### src/rtl/reset_sequencer.sv
// -----------------------------------------------------------------------------
// reset_sequencer
//
// Generates NUM_DOMAINS active-high reset outputs that release one after
// another: all bits are held for HOLD_CYCLES after a trigger, then bit 0
// releases, followed by each higher bit STAGGER cycles later. A trigger is
// either the UART key byte KEY or the level-sensitive ext_req input. Any
// trigger, in any phase, reasserts every output and restarts the sequence.
//
// Optional feature macro: RSTSEQ_DOUBLE_KEY_EN
//   When defined, the UART trigger needs two KEY bytes no more than KEY_WINDOW
//   cycles apart. When undefined, a single KEY byte triggers and no arming
//   logic exists.
//
// Ports:
//   clk          system clock
//   rst          block reset, synchronous, active-high
//   rx_data_rdy  UART byte valid strobe (1 cycle)
//   rx_data      UART byte
//   ext_req      external reset request, level-sensitive
//   rst_out      per-domain reset, active-high, registered; bit 0 releases first
//   seq_busy     high while any rst_out bit is high
//   seq_done     1-cycle strobe when the last domain releases
//   event_cnt    triggers seen since rst, saturating at 255
// -----------------------------------------------------------------------------
module reset_sequencer #(
  parameter int         NUM_DOMAINS = 3,
  parameter int         HOLD_CYCLES = 16,
  parameter int         STAGGER     = 4,
  parameter logic [7:0] KEY         = 8'h1b,
  parameter int         KEY_WINDOW  = 1200000
) (
  input  logic                   clk,
  input  logic                   rst,
  input  logic                   rx_data_rdy,
  input  logic [7:0]             rx_data,
  input  logic                   ext_req,
  output logic [NUM_DOMAINS-1:0] rst_out,
  output logic                   seq_busy,
  output logic                   seq_done,
  output logic [7:0]             event_cnt
);

  // Elaboration-time parameter sanity checks.
  if (NUM_DOMAINS < 1 || NUM_DOMAINS > 8) begin : g_bad_domains
    $error("reset_sequencer: NUM_DOMAINS must be 1..8");
  end
  if (HOLD_CYCLES < 1 || STAGGER < 1) begin : g_bad_timing
    $error("reset_sequencer: HOLD_CYCLES and STAGGER must be >= 1");
  end
  if (KEY_WINDOW < 1) begin : g_bad_window
    $error("reset_sequencer: KEY_WINDOW must be >= 1");
  end

  localparam int CNT_MAX = (HOLD_CYCLES > STAGGER) ? HOLD_CYCLES : STAGGER;
  localparam int CNT_W   = (CNT_MAX > 1) ? $clog2(CNT_MAX) : 1;

  localparam logic [CNT_W-1:0] HOLD_LAST    = CNT_W'(HOLD_CYCLES - 1);
  localparam logic [CNT_W-1:0] STAGGER_LAST = CNT_W'(STAGGER - 1);
  localparam logic [2:0]       LAST_IDX     = 3'(NUM_DOMAINS - 1);

  localparam logic [1:0] ASSERT  = 2'd0;
  localparam logic [1:0] RELEASE = 2'd1;
  localparam logic [1:0] RUN     = 2'd2;

  logic [1:0]       state;
  logic [CNT_W-1:0] cnt;
  logic [2:0]       idx;

  logic key_byte;
  logic key_trigger;
  logic trigger;

  assign key_byte = rx_data_rdy && (rx_data == KEY);
  assign trigger  = key_trigger || ext_req;

`ifdef RSTSEQ_DOUBLE_KEY_EN
  localparam int               WIN_W    = $clog2(KEY_WINDOW + 1);
  localparam logic [WIN_W-1:0] WIN_LAST = WIN_W'(KEY_WINDOW - 1);

  logic             armed;
  logic [WIN_W-1:0] win_cnt;

  // A KEY byte fires only when the previous KEY armed us within the window.
  assign key_trigger = key_byte && armed;

  always_ff @(posedge clk) begin
    if (rst || trigger) begin
      armed   <= 1'b0;
      win_cnt <= '0;
    end else if (rx_data_rdy) begin
      // KEY here means we were not armed (armed+KEY is a trigger above), so
      // it arms; any other byte disarms.
      armed   <= key_byte;
      win_cnt <= '0;
    end else if (armed) begin
      // win_cnt == KEY_WINDOW-1 marks the last cycle a second KEY may arrive.
      if (win_cnt == WIN_LAST) begin
        armed <= 1'b0;
      end else begin
        win_cnt <= win_cnt + WIN_W'(1);
      end
    end
  end
`else
  assign key_trigger = key_byte;
`endif

  // NOTE: sequential state uses non-blocking assignments so every flop in this
  // block samples pre-edge values regardless of statement order.
  always_ff @(posedge clk) begin
    if (rst) begin
      state     <= ASSERT;
      cnt       <= '0;
      idx       <= '0;
      rst_out   <= '1;
      seq_busy  <= 1'b1;
      seq_done  <= 1'b0;
      event_cnt <= 8'd0;
    end else if (trigger) begin
      state    <= ASSERT;
      cnt      <= '0;
      idx      <= '0;
      rst_out  <= '1;
      seq_busy <= 1'b1;
      seq_done <= 1'b0;
      if (event_cnt != 8'hff) begin
        event_cnt <= event_cnt + 8'd1;
      end
    end else begin
      seq_done <= 1'b0;
      case (state)
        ASSERT: begin
          if (cnt == HOLD_LAST) begin
            // Shifting in zeros from the bottom releases bits strictly in
            // index order; a higher bit can never drop before a lower one.
            rst_out <= rst_out << 1;
            cnt     <= '0;
            idx     <= 3'd1;
            if (NUM_DOMAINS == 1) begin
              state    <= RUN;
              seq_done <= 1'b1;
              seq_busy <= 1'b0;
            end else begin
              state <= RELEASE;
            end
          end else begin
            cnt <= cnt + CNT_W'(1);
          end
        end
        RELEASE: begin
          if (cnt == STAGGER_LAST) begin
            rst_out <= rst_out << 1;
            cnt     <= '0;
            idx     <= idx + 3'd1;
            if (idx == LAST_IDX) begin
              state    <= RUN;
              seq_done <= 1'b1;
              seq_busy <= 1'b0;
            end
          end else begin
            cnt <= cnt + CNT_W'(1);
          end
        end
        default: ; // RUN: outputs hold until the next trigger
      endcase
    end
  end

endmodule

### config.mk
export PLATFORM = sky130hd
export DESIGN_NAME = reset_sequencer
export DESIGN_NICKNAME = d
export VERILOG_FILES = /design/src/rtl/reset_sequencer.sv
export SDC_FILE = /design/constraint.sdc
export NUM_CORES = 1
export LEC_CHECK = 0
export ABC_AREA = 1
export CORE_MARGIN = 3
export CORE_UTILIZATION = 48
export CTS_CLUSTER_DIAMETER = 200
export DETAILED_ROUTE_END_ITERATION = 10
export HOLD_SLACK_MARGIN = 0.02
export PLACE_DENSITY = 0.77
export SETUP_SLACK_MARGIN = 0.02
export SLEW_MARGIN = 25
export SYNTH_ARGS = -nofsm -noshare
export SYNTH_HDL_FRONTEND = slang
export SYNTH_SLANG_ARGS = --single-unit
### constraint.sdc
create_clock -name clk -period 1.51 [get_ports clk]
set_clock_uncertainty 0.15 [all_clocks]
set_input_delay 0.2265 -clock clk [delete_from_list [all_inputs] [get_ports clk]]
set_output_delay 0.2265 -clock clk [all_outputs]
set_load 0.05 [all_outputs]
==> impl_metrics.env <==
export IMPL_hp_start="idx[0]"
export IMPL_combPwrFrac_pct=13.7
export IMPL_fill_cells=144
export IMPL_synthCells=147
export IMPL_fin_crit_sh_pct=94.4
export IMPL_wl_per_cell_um=11.9
export IMPL_synth_warnings=0
export IMPL_status="finished clean"
export IMPL_start_util_pct=52.9
export IMPL_finalSetupViolCount=0
export IMPL_final_cell_mix="32 x nand2_1, 14 x inv_1, 14 x nor2_1"
export IMPL_ys_seq_area_share_pct=40.4
export IMPL_synth_flop_cell="dfxtp_1"
export IMPL_slew_violations=0
export IMPL_r2r_slack_ns=0.08
export IMPL_antennaDiodeCount=0
export IMPL_max_cap_viol_count=0
export IMPL_synth_area_um2=1090
export IMPL_tritoncts="built"
export IMPL_post_place_ws_ns=-0.170
export IMPL_critPathArrivalTime_ns=1.50
export IMPL_holdPathStages=2
export IMPL_die_w_um=53.7
export IMPL_viasPerCell=5.15
export IMPL_synth_edf_count=0
export IMPL_via_count=1086
export IMPL_ys_ff_latch=22
export IMPL_reg2reg_depth=8
export IMPL_multiInputGateArea_um2=606
export IMPL_antenna_left=0
export IMPL_io_pins=25
export IMPL_grt_max_degree=13
export IMPL_r2r_end="state[0]"
export IMPL_critPathKind="flip-flop to flip-flop"
export IMPL_drt_iter0_markers=24
export IMPL_finalCriticalPeriod_ns=1.43
export IMPL_wl_met2_um=1240
export IMPL_hold_end="idx[0]"
export IMPL_synth_avg_cell_area_um2=7.42
export IMPL_synth_top_cell_area_share_pct=40.4
export IMPL_power_leakage_nw=0.705
export IMPL_cts_clk_slew_worst_paths_ns=0.12
export IMPL_chipHeight_um=53.7
export IMPL_hold_buffers=0
export IMPL_die_area_um2=2880
export IMPL_seq_area_um2=457
export IMPL_drt_first_pass_iters=4
export IMPL_areaGrowthSynthToFinish_pct=50.6
export IMPL_ys_types=24
export IMPL_hold_class="flip-flop to flip-flop"
export IMPL_synth_top_area_cell="dfxtp_1"
export IMPL_reg2reg_from="cnt[1]"
export IMPL_hold_viol_final=0
export IMPL_dr_wl_met3_um=158
export IMPL_top_layer="met4"
export IMPL_fp_coreArea_um2=2060
export IMPL_portBuffers=24
export IMPL_final_common_cell="nand2_1"
export IMPL_grt_overflow_total=0
export IMPL_clock_sinks=22
export IMPL_p_int_w=0.000767
export IMPL_start_kind="flip-flop"
export IMPL_clkLatencyLatePin_ns=0.31
export IMPL_slew_headroom_pct=81.2
export IMPL_synth_top_cells_by_area="dfxtp_1 40%, nand2_1 12%, xor2_1 5.6%, nand3_1 5.5%, inv_1 5.2%"
export IMPL_critPathCaptureType="flip-flop"
export IMPL_antenna_found_initial=0
export IMPL_worst_ep_required_time_ns=1.58
export IMPL_total_switching_power_w=0.000259
export IMPL_crit_fanout=4
export IMPL_async_flop_share_pct=0
export IMPL_nNetsFinal=201
export IMPL_numCtsBuffers=3
export IMPL_clock_fmax_mhz=702
export IMPL_routabilityCongestion=0.905
export IMPL_clockBufferDepth=2
export IMPL_finalWorstSetupSlack_ns=0.0848
export IMPL_syn_nets=163
export IMPL_grt_pass1_vias=1016
export IMPL_wl_met1_um=1080
export IMPL_ir_drop_mv=0.667
export IMPL_p_clk_share_pct=28.0
export IMPL_dp_hpwl_um=1960
export IMPL_h_tree_depth=1
export IMPL_clockRootBuffer="clkbuf_4"
export IMPL_powerDensity_nw_per_um2=625
export IMPL_fin_setup_tns_ns=0
export IMPL_grt_pass1_wl_um=4160
export IMPL_num_rows=16
export IMPL_swShare_pct=25.2
export IMPL_grtUsageTotal_pct=19.7
export IMPL_worst_pin_slew_ns=0.282
export IMPL_p_seq_share_pct=58.3
export IMPL_drc_errors=0
export IMPL_drt_wl_total_um=2510
export IMPL_drive_above_1_share_pct=31.0
==> flip-flops by register name (all words and copies together), names as in the netlist <==
register / cells
seq_busy: 1
event_cnt: 8
rst_out: 3
seq_done: 1
state: 2
idx: 3
cnt: 4
==> critical path, cell delays in order, from the launching register on <==
cell	delay, ns
dfxtp_2	0.36
ha_2	0.20
nand3_1	0.09
nor2_1	0.12
inv_2	0.07
o21ai_2	0.07
nand2_1	0.12
o21ai_1	0.10
nor2_1	0.05
==> final cells by class <==
cell class                      count  share of cell area (%)
Inverter                           20                    4.57
Sequential cell                    22                    27.8
Clock buffer                        4                    1.60
Multi-Input combinational cell    104                    36.9
Tap cell                           27                    2.06
Timing Repair Buffer               34                    27.1
==> cell families after synthesis <==
kind of cell	synth area share (%)
xor+xnor	5.62
simple gates	33.7
flops	40.4
compound gates	8.37
fa+ha+maj	4.59
buf+inv	7.34
==> per-layer routing <==
metal  up-vias  global-route usage (%)
met4         0                    5.96
met1       494                    22.4
met5         -                       0
li1        547                       -
met2        38                    34.3
met3         7                    6.65
==> Yosys cell counts (2+ instances only) <==
library cell  count
a21oi_1           9
dfxtp_1          22
nand2_4           2
inv_1            15
ha_1              4
o21ai_1           4
nand3b_1          2
nand2_1          34
xor2_1            7
nor3_1            4
nand3_1          12
inv_2             4
o21ai_0           2
nor2_1           15
nand2_2           2
==> worst max-delay path by stage <==
stage / from / end / slack [ns] / depth (start not counted)
floorplan: event_cnt[0] / event_cnt[1] / 0.03 / 8
detailed placement: rx_data[1] / event_cnt[1] / -0.17 / 9
global placement: rx_data[1] / event_cnt[0] / -0.10 / 9
global route: event_cnt[4] / event_cnt[0] / -0.005 / 7
CTS: event_cnt[1] / event_cnt[1] / 0.02 / 8
finish: cnt[1] / state[0] / 0.08 / 8
==> power by group through the flow <==
stage	clock, W	combinational [W]	sequential (W)
3_5_place_dp	0	0.000132	0.000609
4_1_cts	0.000294	0.000132	0.000596
5_1_grt	0.000321	0.000150	0.000600
6_report	0.000287	0.000140	0.000598
3_3_place_gp	0	0.000128	0.000609
2_1_floorplan	0	0.0000371	0.000627
==> stage by stage <==
stage / instance area (um2) / hold WS [ns] / utilization, % / cells / total power (W)
final: 1640 / 0.339 / 79.7 / 211 / 0.00103
after global routing: 1640 / 0.365 / 79.7 / 211 / 0.00107
after CTS: 1580 / 0.339 / 76.4 / 207 / 0.00102
after detailed placement: 1550 / 0.322 / 75.1 / 203 / 0.000741
after global placement: 1550 / 0.312 / 75.1 / 203 / 0.000737
after floorplan: 1100 / 0.138 / - / 147 / 0.000664
==> what timing repair did <==
action,in CTS,in global routing
gates resized for setup,0,12
buffers inserted,0,4
endpoints found under the setup margin,0,15
(Power assumes the default switching activity.)
